<file path="config.mk">
export PLATFORM = sky130hd
export DESIGN_NAME = hilo_acc_unit
export DESIGN_NICKNAME = d
export VERILOG_FILES = /design/src/rtl/hilo_acc_unit.sv
export SDC_FILE = /design/constraint.sdc
export NUM_CORES = 2
export LEC_CHECK = 0
export ABC_AREA = 1
export BUFFER_PORTS_ARGS = -buffer_cell sky130_fd_sc_hd__buf_2
export CORE_MARGIN = 2
export CORE_UTILIZATION = 55
export CTS_CLUSTER_SIZE = 30
export DETAILED_ROUTE_END_ITERATION = 8
export PLACE_DENSITY_LB_ADDON = 0.1
export SYNTH_ARGS = -nofsm -noshare
export SYNTH_HDL_FRONTEND = slang
export SYNTH_SLANG_ARGS = --single-unit
</file>
<file path="constraint.sdc">
create_clock -name clk -period 20.2 [get_ports clk]
set_input_delay 6.06 -clock clk [delete_from_list [all_inputs] [get_ports clk]]
set_output_delay 6.06 -clock clk [all_outputs]
set_load 0.02 [all_outputs]
</file>
<file path="src/rtl/hilo_acc_unit.sv">
// hilo_acc_unit
//   HI/LO special-register pair with per-half direct writes, same-cycle
//   write bypass and a two-cycle multiply-accumulate engine
//   (MADD / MADDU / MSUB / MSUBU).
//
// Ports
//   clk, rst            clock, synchronous active-high reset
//   we_hi, we_lo        direct write enables for each half
//   hi_i, lo_i          direct write data
//   acc_start           multiply-accumulate request, accepted only when idle
//   acc_op              00 MADD, 01 MADDU, 10 MSUB, 11 MSUBU
//   acc_a, acc_b        operands, sampled with an accepted start
//   busy                high while the accumulate is in flight (MUL or ACC)
//   done                one-cycle pulse after the accumulate result lands
//   hi_o, lo_o          registered HI / LO
//   hi_fwd, lo_fwd      value HI / LO will hold after the coming edge
//
// state | meaning
// ------+-------------------------------------------------------------
// IDLE  | direct writes only; acc_start latches op and operands
// MUL   | 2*DATA_W product of the latched operands is registered
// ACC   | {hi,lo} +/- product written back; direct writes are dropped

module hilo_acc_unit #(
   parameter int DATA_W = 32
) (
   input  logic              clk,
   input  logic              rst,
   input  logic              we_hi,
   input  logic              we_lo,
   input  logic [DATA_W-1:0] hi_i,
   input  logic [DATA_W-1:0] lo_i,
   input  logic              acc_start,
   input  logic [1:0]        acc_op,
   input  logic [DATA_W-1:0] acc_a,
   input  logic [DATA_W-1:0] acc_b,
   output logic              busy,
   output logic              done,
   output logic [DATA_W-1:0] hi_o,
   output logic [DATA_W-1:0] lo_o,
   output logic [DATA_W-1:0] hi_fwd,
   output logic [DATA_W-1:0] lo_fwd
);

   localparam int PW = 2 * DATA_W;

   typedef enum logic [1:0] {
      S_IDLE = 2'd0,
      S_MUL  = 2'd1,
      S_ACC  = 2'd2
   } state_t;

   state_t            state_q, state_d;
   logic [DATA_W-1:0] hi_q, hi_d;
   logic [DATA_W-1:0] lo_q, lo_d;
   logic [1:0]        op_q, op_d;
   logic [DATA_W-1:0] a_q, a_d;
   logic [DATA_W-1:0] b_q, b_d;
   logic [PW-1:0]     prod_q, prod_d;
   logic              busy_q, busy_d;
   logic              done_q, done_d;

   logic [PW-1:0]     a_ext;
   logic [PW-1:0]     b_ext;
   logic [PW-1:0]     mul_res;
   logic [PW-1:0]     acc_res;

   // Extending both operands to 2*DATA_W and keeping the low 2*DATA_W bits
   // of the product gives the correct signed or unsigned result.
   always_comb begin
      if (op_q[0]) begin
         a_ext = {{DATA_W{1'b0}}, a_q};
         b_ext = {{DATA_W{1'b0}}, b_q};
      end else begin
         a_ext = {{DATA_W{a_q[DATA_W-1]}}, a_q};
         b_ext = {{DATA_W{b_q[DATA_W-1]}}, b_q};
      end
      mul_res = a_ext * b_ext;
      if (op_q[1]) begin
         acc_res = {hi_q, lo_q} - prod_q;
      end else begin
         acc_res = {hi_q, lo_q} + prod_q;
      end
   end

   always_comb begin
      state_d = state_q;
      hi_d    = hi_q;
      lo_d    = lo_q;
      op_d    = op_q;
      a_d     = a_q;
      b_d     = b_q;
      prod_d  = prod_q;
      done_d  = 1'b0;

      case (state_q)
         S_IDLE: begin
            if (we_hi) hi_d = hi_i;
            if (we_lo) lo_d = lo_i;
            if (acc_start) begin
               op_d    = acc_op;
               a_d     = acc_a;
               b_d     = acc_b;
               state_d = S_MUL;
            end
         end
         S_MUL: begin
            if (we_hi) hi_d = hi_i;
            if (we_lo) lo_d = lo_i;
            prod_d  = mul_res;
            state_d = S_ACC;
         end
         S_ACC: begin
            // The accumulate owns both halves this cycle.
            hi_d    = acc_res[PW-1:DATA_W];
            lo_d    = acc_res[DATA_W-1:0];
            done_d  = 1'b1;
            state_d = S_IDLE;
         end
         default: begin
            state_d = S_IDLE;
         end
      endcase

      busy_d = (state_d != S_IDLE);
   end

   always_ff @(posedge clk) begin
      if (rst) begin
         state_q <= S_IDLE;
         hi_q    <= '0;
         lo_q    <= '0;
         op_q    <= '0;
         a_q     <= '0;
         b_q     <= '0;
         prod_q  <= '0;
         busy_q  <= 1'b0;
         done_q  <= 1'b0;
      end else begin
         state_q <= state_d;
         hi_q    <= hi_d;
         lo_q    <= lo_d;
         op_q    <= op_d;
         a_q     <= a_d;
         b_q     <= b_d;
         prod_q  <= prod_d;
         busy_q  <= busy_d;
         done_q  <= done_d;
      end
   end

   // The next-state values are exactly the bypassed view of each half.
   assign hi_fwd = hi_d;
   assign lo_fwd = lo_d;
   assign hi_o   = hi_q;
   assign lo_o   = lo_q;
   assign busy   = busy_q;
   assign done   = done_q;

endmodule

</file>
* Word level (Yosys, flattened, before mapping)
Index checks and enable logic that the tools add are counted.
** Cells by class
- Mux-type cells :: 10
- Equal/unequal tests :: 2
- Multipliers :: 1
- Reductions and logical operators :: 4
- Add/sub/neg operators :: 2
** Operators by type and width (number)
- 64-bit 2-to-1 mux :: 3
- 32-bit one-hot mux with 2 select lines :: 2
- 64-bit adder :: 1
- 64-bit by 64-bit multiplier with 64-bit output :: 1
- 32-bit 2-to-1 mux :: 2
- 64-bit subtractor :: 1
- 2-bit one-hot mux with 2 select lines :: 1
- 2-bit by 1-bit equality test with 1-bit output (second input constant) :: 1
- 2-bit equality test (second input constant) :: 1
- 2-bit zero test :: 1
- 2-bit 2-to-1 mux :: 1
- 2-bit AND reduction :: 1
- 2-bit nonzero test :: 1
- 2-bit OR reduction :: 1
- 1-bit 2-to-1 mux :: 1
** Storage, ports and cells
- Input port bits :: 135
- Flip-flop bits (word level) :: 198

* Logic depth before layout (Yosys ltp)
- Word-level depth :: 3
- Mapped depth :: 43

* Least setup slack after synthesis
Ideal clock, no wire load.
- Kind :: input to output
- From :: in we_lo
- To :: out lo_fwd[10]
- Stages on the path :: 6
- Arrival :: 6.886 ns
- Path buffers :: 1
- Setup slack :: 7.254 ns
- Data required time :: 14.140 ns
- Cells stage by stage :: inv_1 > o21ai_0 > inv_1 > clkbuf_1 > a22oi_1 > nand2_1
** On the way
- Cells in the longest elaborated chain, start to end :: 2
** RTL lines
- start: declaration :: line 30 : input logic we_lo,
- 32-bit 2-to-1 mux :: line 99, 109
- 32-bit one-hot mux with 2 select lines :: line 96 : case (state_q)
- end: declaration :: line 42 : output logic [DATA_W-1:0] lo_fwd
No other way between the ends.

* Final worst setup path
- From :: in we_lo
- To :: out lo_fwd[28]
The elaborated chain is that of the path after synthesis.

==> metrics.cfg <==
[run_status]
status = finished clean

[grt]
grt_overflow = 0
antenna_found_initial = 5
grt_pass1_wl_um = 319000
grt_pass1_vias = 55307
grtUsageTotal_pct = 35.79
grt_max_degree = 78

[timing]
min_period_over_period_pct = 68.66
fmax_mhz = 72.10
finalCriticalPeriod_ns = 13.87
setup_ws_ns = 6.330
rsz0062_at_grt = false
drv_slew = 0
finalClockSkew_ns = 0.02886
tightestPinTransition_ns = 1.250
setup_violations = 0
hold_viol_final = 0
tns_ns = 0
slew_headroom_pct = 16.60

[synth]
syn_avg_cell_area_um2 = 7.607
syn-instance-count = 8359
yosysSeqAreaShare_pct = 6.233
synth_fp_nets = 10289
ys_ff_latch = 198
synthDistinctLibCells = 51
async_reset_ff_share_pct = 0
synth-warning-count = 0
netlist_area_um2 = 63590
synth_edf_count = 0
synth_top_flop_cell = dfxtp_1

[cts]
cts_sinks = 198
numCtsBuffers = 17
post_cts_buffers = 0
cts.repair.resized = 0
cts_max_level = 4
path_clk_slew_ns = 0.07
cts_buffer_depth = 2
cts_hold_buf = 0
root_buffer = clkbuf_16
worstSkewPairLatency_ns = 0.55
cts_tree = yes

[route]
drc = 0
drt-initial-drc-count = 3860
vias = 52807
first_pass_iters = 6
wl_per_cell_um = 20.63
finalWirelength_um = 204600
final_antenna_net_count = 0
vias_per_cell = 5.325

[floorplan]
dieHeight_um = 344.0
num_rows = 124
pin_count = 265
dieWidth_um = 344.0
core_area_um2 = 114500
die_area_um2 = 118400
start_util_pct = 55.54

[layout]
final_common_cell = inv_1
syn_to_final_growth_pct = 5.082
diodes = 0
final_cell_mix = 2,518 x inv_1, 1,678 x nand2_1, 1,416 x fa_1
final_util_pct = 58.36
final_cells = 9917
fin_nets = 10322
drive_gt1_share_pct = 5.473

[placement]
dp_cells = 9885
dpl_worst_slack_ns = 6.361
portBuffers = 264
gp_congestion = 1.010
dp_hpwl_um = 174200

[setup_path]
cp_slowest_cell = nor2_2
r2r_end = prod_q[63]
path_class = in2out
crit_buf_inv = 3
cpPeakStageDelay_ns = 0.95
path_max_fanout = 30
cpMostUsedCell = buf_2
reg2reg_depth = 31
cp_data_required_time_ns = 14.14
cp-start-kind = primary input
crit_chain = buf_2, inv_1, nor2_2, a22oi_1, nand2_1, buf_2
cp-end-kind = output port
ff2ff_setup_slack_ns = 9.97
cp.arrival_ns = 7.81
crit_family = simple AND/OR/NAND/NOR gates
r2r-start = op_q[0]

[worst_hold_path]
hold_end = a_q[30]
whs_path_depth = 2
hold_start = a_q[30]
holdCritPathClass = reg2reg

[job]
max-cap-violations = 0

[power]
peakVddDrop_mv = 0.2101
powerDensity_nw_per_um2 = 152.1
p_leak_uw = 0.03903

-- kinds of logic after synthesis --
family,after synthesis,share of synthesized area [%]
buffers and inverters,2864,16.93
flip-flops,198,6.233
AND/OR/NAND/NOR,2604,16.38
AO/OA/AOI/OAI,787,6.888
XOR/XNOR,111,1.541
adder cells (fa/ha/maj),1795,52.03
-- final cells by class --
cell class	instances	area [µm²]
multi-input combinational	5297	48890
fill	10800	47680
inverter	2530	9497
sequential	198	3966
timing repair buffer	348	1954
tap	1512	1892
clock buffer	20	466.7
clock inverter	12	158.9
-- synthesized netlist by cell type, drive strengths merged, types with 6 or more instances --
master | instances | area [µm²]
o21ai | 295 | 1514
a21o | 15 | 112.6
and3 | 9 | 56.30
or2 | 20 | 125.1
nand3 | 171 | 870.8
xor2 | 82 | 718.2
nor2 | 599 | 2278
a22oi | 63 | 473.0
o21a | 16 | 120.1
dfxtp | 198 | 3964
clkbuf | 313 | 1175
buf | 21 | 92.59
nor3 | 34 | 185.2
fa | 1416 | 28350
nand2 | 1690 | 6374
inv | 2529 | 9493
ha | 379 | 4742
a21oi | 333 | 1682
nand4 | 39 | 244.0
nor4 | 26 | 162.7
a21boi | 6 | 45.04
xnor2 | 29 | 261.5
nand3b | 14 | 105.1
a31oi | 17 | 106.4
o21bai | 15 | 112.6
o211ai | 11 | 82.58
-- worst register-to-register path: cells and delay by family, from the launching register on --
kind	cells	cell delay (ns)
buffers and inverters	9	1.67
AOI/OAI and AO/OA	5	1.17
adders and majority gates	11	6.22
DFF	1	0.43
and+or+nand+nor	6	0.64
-- sequential cells by signal, indices dropped and copies added, names as in the netlist --
name     flops
state_q      2
hi_o        32
op_q         2
prod_q      64
b_q         32
busy         1
done         1
a_q         32
lo_o        32
-- layer usage --
layer  up-vias  routed length [µm]  GRT usage [%]
li1      24074                   -              -
met1     26192               84850          47.82
met2      2099               97160          59.87
met3       436               14450          4.982
met4         6                8064          12.64
met5         -                  38              0
-- through the flow --
stage / area, µm² / total power (µW) / hold slack [ns]
2_1_floorplan: 63590 / 6762 / 0.4571
3_5_place_dp: 66200 / 9716 / 0.4727
4_1_cts: 66820 / 10180 / 0.4910
6_report: 66820 / 10170 / 0.4890
3_3_place_gp: 66200 / 9647 / 0.4642
5_1_grt: 66820 / 11340 / 0.5137
-- report_power, final --
| group | internal (µW) | switching (µW) | leakage [µW] | total (µW) |
|---|---|---|---|---|
| combinational | 3110 | 6120 | 0.0371 | 9230 |
| sequential | 447 | 77.4 | 0.00163 | 524 |
| clock | 198 | 212 | 0.000310 | 410 |
| total | 3750 | 6410 | 0.0390 | 10200 |
-- how the worst max path moves through the flow --
| stage | slack (ns) | to | cells past startpoint | start |
|---|---|---|---|---|
| 3_3_place_gp | 6.49 | lo_fwd[28] | 6 | we_lo |
| 2_1_floorplan | 7.25 | lo_fwd[10] | 6 | we_lo |
| 6_report | 6.33 | lo_fwd[28] | 6 | we_lo |
| 3_5_place_dp | 6.36 | lo_fwd[17] | 6 | we_lo |
| 5_1_grt | 6.23 | lo_fwd[17] | 6 | we_lo |
| 4_1_cts | 6.36 | lo_fwd[17] | 6 | we_lo |
Note: power is estimated with default switching activity, not from simulation.
